===== src/rtl/muldiv_pkg.sv =====
// Shared types for the iterative multiply/divide unit.
package muldiv_pkg;

  typedef enum logic {
    OpMul = 1'b0,
    OpDiv = 1'b1
  } op_e;

  typedef enum logic [1:0] {
    StIdle = 2'd0,
    StBusy = 2'd1,
    StDone = 2'd2
  } state_e;

endpackage


===== src/rtl/muldiv_fix.sv =====
// Turns an unsigned magnitude quotient/remainder into the final signed (Euclidean) result.
module muldiv_fix
  import muldiv_pkg::*;
#(
  parameter int unsigned W = 32
) (
  input  logic [W-1:0] q_raw,
  input  logic [W-1:0] r_raw,
  input  logic [W-1:0] y_mag,
  input  logic         x_neg,
  input  logic         y_neg,
  input  logic         sgn,
  output logic [W-1:0] quot,
  output logic [W-1:0] rem
);

  always_comb begin
    quot = q_raw;
    rem  = r_raw;
    if (sgn) begin
      // A negative dividend with a nonzero remainder is pushed one step toward -inf/+inf
      // so that the remainder becomes non-negative.
      if (x_neg && (r_raw != '0)) begin
        rem  = y_mag - r_raw;
        quot = y_neg ? (q_raw + W'(1)) : -(q_raw + W'(1));
      end else if (x_neg ^ y_neg) begin
        quot = -q_raw;
      end
    end
  end

endmodule


===== src/rtl/muldiv_unit.sv =====
// Radix-2 sequential multiplier/divider: W BUSY cycles per operation, stall held until DONE.
module muldiv_unit
  import muldiv_pkg::*;
#(
  parameter int unsigned W = 32
) (
  input  logic           clk,
  input  logic           rst,
  input  logic           run,
  input  logic           op,
  input  logic           sgn,
  input  logic [W-1:0]   x,
  input  logic [W-1:0]   y,
  output logic           stall,
  output logic [2*W-1:0] z,
  output logic [W-1:0]   quot,
  output logic [W-1:0]   rem,
  output logic           dz
);

  localparam int unsigned CntW = $clog2(W);

  state_e          state_q;
  logic [CntW-1:0] cnt_q;
  op_e             op_q;
  logic            sgn_q, xneg_q, yneg_q, yzero_q;
  logic [W-1:0]    x_q, m_q, hi_q, lo_q;

  logic            xneg, yneg;
  logic [W-1:0]    xmag, ymag;
  logic [W:0]      sum, sh;
  logic [W-1:0]    diff, hi_d, lo_d;
  logic [2*W-1:0]  prod, z_next;
  logic [W-1:0]    fix_quot, fix_rem;

  assign xneg  = sgn & x[W-1];
  assign yneg  = sgn & y[W-1];
  assign xmag  = xneg ? -x : x;
  assign ymag  = yneg ? -y : y;
  assign stall = run & (state_q != StDone);

  // Multiply: shift-add with the multiplier in lo. Divide: restoring, quotient shifts into lo.
  always_comb begin
    sum  = '0;
    sh   = '0;
    diff = '0;
    hi_d = hi_q;
    lo_d = lo_q;
    if (op_q == OpMul) begin
      sum  = {1'b0, hi_q} + (lo_q[0] ? {1'b0, m_q} : '0);
      hi_d = sum[W:1];
      lo_d = {sum[0], lo_q[W-1:1]};
    end else begin
      sh   = {hi_q, lo_q[W-1]};
      diff = sh[W-1:0] - m_q;
      if (sh >= {1'b0, m_q}) begin
        hi_d = diff;
        lo_d = {lo_q[W-2:0], 1'b1};
      end else begin
        hi_d = sh[W-1:0];
        lo_d = {lo_q[W-2:0], 1'b0};
      end
    end
  end

  assign prod   = {hi_d, lo_d};
  assign z_next = (xneg_q ^ yneg_q) ? -prod : prod;

  muldiv_fix #(.W(W)) u_fix (
    .q_raw (lo_d),
    .r_raw (hi_d),
    .y_mag (m_q),
    .x_neg (xneg_q),
    .y_neg (yneg_q),
    .sgn   (sgn_q),
    .quot  (fix_quot),
    .rem   (fix_rem)
  );

  always_ff @(posedge clk) begin
    if (rst) begin
      state_q <= StIdle;
      cnt_q   <= '0;
      z       <= '0;
      quot    <= '0;
      rem     <= '0;
      dz      <= 1'b0;
    end else begin
      unique case (state_q)
        StIdle: begin
          if (run) begin
            state_q <= StBusy;
            op_q    <= op_e'(op);
            sgn_q   <= sgn;
            xneg_q  <= xneg;
            yneg_q  <= yneg;
            yzero_q <= (y == '0);
            x_q     <= x;
            hi_q    <= '0;
            m_q     <= (op_e'(op) == OpMul) ? xmag : ymag;
            lo_q    <= (op_e'(op) == OpMul) ? ymag : xmag;
          end
        end
        StBusy: begin
          if (!run) begin
            state_q <= StIdle;
            cnt_q   <= '0;
          end else begin
            hi_q <= hi_d;
            lo_q <= lo_d;
            if (cnt_q == CntW'(W - 1)) begin
              state_q <= StDone;
              cnt_q   <= '0;
              if (op_q == OpMul) begin
                z <= z_next;
              end else begin
                dz   <= yzero_q;
                quot <= yzero_q ? '1 : fix_quot;
                rem  <= yzero_q ? x_q : fix_rem;
              end
            end else begin
              cnt_q <= cnt_q + 1'b1;
            end
          end
        end
        StDone:  state_q <= StIdle;
        default: state_q <= StIdle;
      endcase
    end
  end

endmodule

===== config.mk =====
export PLATFORM = sky130hd
export DESIGN_NAME = muldiv_unit
export DESIGN_NICKNAME = d
export VERILOG_FILES = /design/src/rtl/muldiv_pkg.sv /design/src/rtl/muldiv_fix.sv /design/src/rtl/muldiv_unit.sv
export SDC_FILE = /design/constraint.sdc
export NUM_CORES = 1
export LEC_CHECK = 0
export ABC_AREA = 1
export ABC_CLOCK_PERIOD_IN_PS = 14000
export CORE_MARGIN = 4
export CORE_UTILIZATION = 40
export CTS_BUF_LIST = sky130_fd_sc_hd__clkbuf_8
export CTS_CLUSTER_DIAMETER = 30
export DETAILED_ROUTE_END_ITERATION = 16
export DONT_BUFFER_PORTS = 1
export PLACE_DENSITY_LB_ADDON = 0.12
export SYNTH_ARGS = -nofsm -noshare
export SYNTH_HDL_FRONTEND = slang
export SYNTH_HIERARCHICAL = 1
export SYNTH_SLANG_ARGS = --single-unit

===== constraint.sdc =====
create_clock -name clk -period 14 [get_ports clk]
set_clock_uncertainty 0.05 [all_clocks]
set_input_delay 1.4 -clock clk [delete_from_list [all_inputs] [get_ports clk]]
set_output_delay 1.4 -clock clk [all_outputs]
set_load 0.02 [all_outputs]

## After elaboration in Yosys (flattened, before gate mapping)

Index checks and enable logic that the tools add are counted.

| operators by class | value |
|---|---|
| add/sub/neg operators | 10 |
| muxes and demuxes | 30 |
| order comparisons | 1 |
| reductions and logical operators | 10 |
| eq/ne operators | 6 |
| bitwise operators | 6 |

Operator list:

| kind | count |
|---|---|
| $mux W32 | 20 |
| $neg A32 Y32 | 4 |
| $pmux W32 S2 | 2 |
| $mux W64 | 1 |
| $neg A64 Y64 | 1 |
| $sub A32 B32 Y32 | 2 |
| $add A32 B32 Y33 | 1 |
| $ge A33 B32 Y1 | 1 |
| $add A32 B1 Y32 const B | 1 |
| $logic_not A32 Y1 | 1 |
| $reduce_bool A32 Y1 | 1 |
| $reduce_and A4 Y1 | 3 |
| $mux W5 | 2 |
| $mux W2 | 3 |
| $ne A2 B2 Y1 const B | 3 |
| $add A5 B1 Y5 const B | 1 |
| $eq A5 B5 Y1 const B | 1 |
| $pmux W2 S2 | 1 |
| $and A1 B1 Y1 | 3 |
| $ne A3 B3 Y1 const B | 1 |
| $reduce_and A3 Y1 | 1 |
| $eq A2 B1 Y1 const B | 1 |
| $logic_not A2 Y1 | 1 |
| $not A1 Y1 | 2 |
| 5 further kinds | 5 |

| word-level totals | value |
|---|---|
| logic and storage cells | 78 |
| register bits | 269 |
| output and inout bits | 130 |

## Depth between registers and ports, before layout

| logic depth | value |
|---|---|
| depth after elaboration | 9 |
| depth in mapped cells | 38 |
| depth with buffers taken out | 37 |

## By module

The synthesis kept the hierarchy.

Modules (own cells, without submodules):

| module | area an instance (sq um) | instances | cells an instance |
|---|---|---|---|
| muldiv_unit | 19,807.7 | 1 | 2,992 |
| muldiv_fix | 5,656.7 | 1 | 1,160 |

## Worst setup path after synthesis

OpenSTA, ideal clock, no wires.

| path | value |
|---|---|
| path type | input-to-reg |
| start point | input port rst |
| end point | register m_q[0] (enable) |
| path slack | 6.893 ns |
| stages on the path | 4 |
| setup time | 0.584 ns |
| path buffers | 1 |
| arrival | 6.473 ns |
| cells stage by stage | clkbuf_1 inv_1 nand2_1 nor3_1 |

| between the ends | value |
|---|---|
| word-level cells in the longest chain between the ends | 2 |

RTL lines:

| element | line | source |
|---|---|---|
| from (decl) | muldiv_unit.sv:8 | `input logic rst,` |
| $not A1 Y1 (no line) | n/a |  |
| $reduce_and A3 Y1 (no line) | n/a |  |
| to (signal assigned) | muldiv_unit.sv:100 | `m_q <= (op_e'(op) == OpMul) ? xmag : ymag;` |
| to (decl) | muldiv_unit.sv:27 | `logic [W-1:0] x_q, m_q, hi_q, lo_q;` |

Every way passes these cells.
A chain may end at the register's enable or synchronous reset.

## Worst setup path after layout

| path | value |
|---|---|
| start point | register lo_q[0] |
| end point | register rem[29] |

| between the ends | value |
|---|---|
| word-level cells in the longest chain between the ends | 8 |
| elaborated cells between the ends (all ways) | 9 |

RTL lines:

| element | line | source |
|---|---|---|
| from (decl) | muldiv_unit.sv:27 |  |
| from (signal assigned) | muldiv_unit.sv:101 | `lo_q <= (op_e'(op) == OpMul) ? ymag : xmag;` |
| from (signal assigned) | muldiv_unit.sv:110 | `lo_q <= lo_d;` |
| $mux W32 | muldiv_unit.sv:50 | `sum = {1'b0, hi_q} + (lo_q[0] ? {1'b0, m_q} : '0);` |
| $add A32 B32 Y33 | muldiv_unit.sv:50 |  |
| $mux W32 | muldiv_unit.sv:49 | `if (op_q == OpMul) begin` |
| via hi_d[31] | muldiv_unit.sv:32 | `logic [W-1:0] diff, hi_d, lo_d;` |
| $reduce_bool A32 Y1 | muldiv_fix.sv:23 | `if (x_neg && (r_raw != '0)) begin` |
| $logic_and A1 B1 Y1 | muldiv_fix.sv:23 |  |
| $mux W32 | muldiv_fix.sv:23 |  |
| $mux W32 | muldiv_fix.sv:20 | `if (sgn) begin` |
| via fix_rem[29] | muldiv_unit.sv:34 | `logic [W-1:0] fix_quot, fix_rem;` |
| $mux W32 | muldiv_unit.sv:119 | `rem <= yzero_q ? x_q : fix_rem;` |
| to (signal assigned) | muldiv_unit.sv:119 |  |
| to (decl) | muldiv_unit.sv:17 | `output logic [W-1:0] rem,` |

The timed path passes the listed nets, and every way through them passes these cells.

==> results.yml <==
power:
  switchingPower_mw: 1.11
  power_density_nw_per_um2: 109
  p_leak_nw: 13.2
  seqPwrFrac_pct: 29.2
  clockPowerShare_pct: 41.3
  p_int_mw: 1.92
  peakVddDrop_mv: 0.0688
  power_switching_share_pct: 36.6
  power_frac_comb_pct: 29.5
worst_setup_path:
  path_class: "flip-flop to flip-flop"
  cp_data_required_time_ns: 14.48
  r2r_slack_ns: 6.65
  cp_slowest_cell: "edfxtp_1"
  critPathMaxStageDelay_ns: 1.20
  end_kind: "flip-flop"
  crit_arrival_ns: 7.83
  crit_fanout: 63
  start_kind: "flip-flop"
drt:
  wl_um: 106000
  final_antenna_net_count: 0
  drt-initial-drc-count: 2765
  vias_per_cell: 5.46
  num_vias: 27400
  firstDrtPassIters: 5
  wire_per_inst_um: 21.2
  drc: 0
timing:
  setup_viol: 0
  fin_crit_ns: 7.35
  relSlewSlack_pct: 12.6
  period_share_pct: 52.5
  fmax_ghz: 0.136
  rsz0062_at_grt: "false"
  slew_violations: 0
  worstMarginPinSlew_ns: 1.30
  hold_violations: 0
  tns_ns: 0
  fin_ws_ns: 6.65
  whs_ns: 0.426
cts:
  cts-buffers-inserted: 73
  cts_hold_buf: 0
  postCtsResizedCells: 0
  cts_setup_buffers: 0
  cts_root_buf: "clkbuf_8"
  path_clk_slew_ns: 0.05
  clk_latency_ns: 0.68
  htree_levels: 3
  cts_tree: "yes"
  clkSinkCount: 269
  clockBufferDepth: 3
placement:
  dpl.hpwl_um: 84300
  place_congestion: 0.991
  io_buffers: 0
  pre_cts_ws_ns: 6.83
  dp_cells: 4881
layout:
  fin_cells: 5015
  drive_above_1_share_pct: 7.13
  postLayoutCoreUtil_pct: 44.2
  fillCellCount: 7001
  seq_area_um2: 6720
  fin_nets: 4285
  multi_input_area_um2: 15800
  synthToLayoutAreaGrowth_pct: 9.54
logic_synthesis:
  synth.most_common_cell: "nand2_1"
  ys_ff_latch: 269
  synth_edf_count: 133
  netlist_area_um2: 25500
  yosysTopAreaCell: "edfxtp_1"
  synth.yosys.warnings: 6
  netlist_top_cells_area: "edfxtp_1, nand2_1, dfxtp_1"
  synth-main-ff-cell: "dfxtp_1"
  syn_nets: 4327
  synth_cells: 4152
  synth_common_cells: "nand2_1, inv_1, nor2_1"
  synth_top_area_share_pct: 15.7
  synth.distinct_cells: 59
  synthArstFlopShare_pct: 0
  avgSynthCellArea_um2: 6.13
  seq_area_frac_synth_pct: 26.4
floorplanning:
  initial_core_util_pct: 40.4
  io-pin-count: 199
  die_h_um: 260
  rows: 92
  die_area_um2: 67800
  die_x_um: 260
  core_um2: 63100
global_routing:
  grt_pass1_vias: 25600
  track_usage_pct: 30.4
  antenna_found_initial: 6
  gr-total-overflow: 0
  grt_first_pass_wirelength_um: 158000
  grt_max_degree: 110
min_path:
  hp-class: "flip-flop to flip-flop"
run_status:
  status: "completed"
job:
  drv_cap: 0
## flip-flops by register name (all words and copies together) (netlist names), 2 cells and up
register  cells
cnt_q         5
hi_q         32
lo_q         32
m_q          32
quot         32
rem          32
state_q       2
x_q          32
z            64
## final cells by class
class                      instances  share of cell area, %
inverter                         615                   8.29
tap                              846                   3.79
timing repair buffer              33                  0.888
clock inverter                    50                   2.22
clock buffer                      83                   4.10
sequential                       269                   24.1
antenna                            1                0.00897
multi-input combinational       3118                   56.6
## power groups by stage
stage	Clock [mW]	Combinational, mW	Sequential, mW
6_report	1.25	0.891	0.884
5_1_grt	1.31	0.971	0.884
4_1_cts	1.27	0.874	0.883
3_5_place_dp	0	0.870	0.898
3_3_place_gp	0	0.879	0.897
2_1_floorplan	0	0.596	0.886
## layer usage
metal	track usage, %	share of wire, %
met4	11.9	4.1
met2	50.3	47
met3	5.17	7.4
met5	0	0.027
met1	39.7	42
## path summary, 6_finish.rpt
path	startpoint	endpoint	cells after the start
setup / recovery	lo_q[0]	rem[29]	29
hold / removal	cnt_q[4]	cnt_q[4]	2
setup reg to reg	lo_q[0]	rem[29]	29
hold reg to reg	cnt_q[4]	cnt_q[4]	2
## critical path, delay by kind of cell, from the launching register on
family	cells	cell delay (ns)
AO/OA/AOI/OAI	7	1.65
AND/OR/NAND/NOR	14	2.19
flip-flops	1	1.20
buffers and inverters	7	1.75
adder cells (fa/ha/maj)	1	0.28
## cell families after synthesis
group / count (synthesis) / synth area share (%)
xor+xnor: 132 / 4.57
compound gates: 766 / 16.7
flops: 269 / 26.4
simple gates: 2114 / 35.4
buf+inv: 765 / 11.7
fa+ha+maj: 106 / 5.30
## layout by cell type (no fill, tap or decap), types with 17 or more instances in the layout
cell and count:
buf_4 33, xnor2_1 42, nor2_2 27, nor3_1 54, xor2_1 89, nand3b_1 19
edfxtp_1 133, o21ai_1 29, clkbuf_8 83, o221ai_1 23, a21oi_1 281, dfxtp_1 136
nand4_1 47, ha_1 103, nor2_1 503, or2_2 26, nand3_1 294, inv_1 611
a31oi_1 17, nand2_1 1056, nand2_2 29, o21ai_0 307
## through the flow
| stage | area, um2 | total power, mW |
|---|---|---|
| after floorplan | 25500 | 1.48 |
| after global placement | 26100 | 1.78 |
| after detailed placement | 26100 | 1.77 |
| after CTS | 27900 | 3.03 |
| after global routing | 27900 | 3.17 |
| final | 27900 | 3.03 |
(Power assumes the default switching activity.)
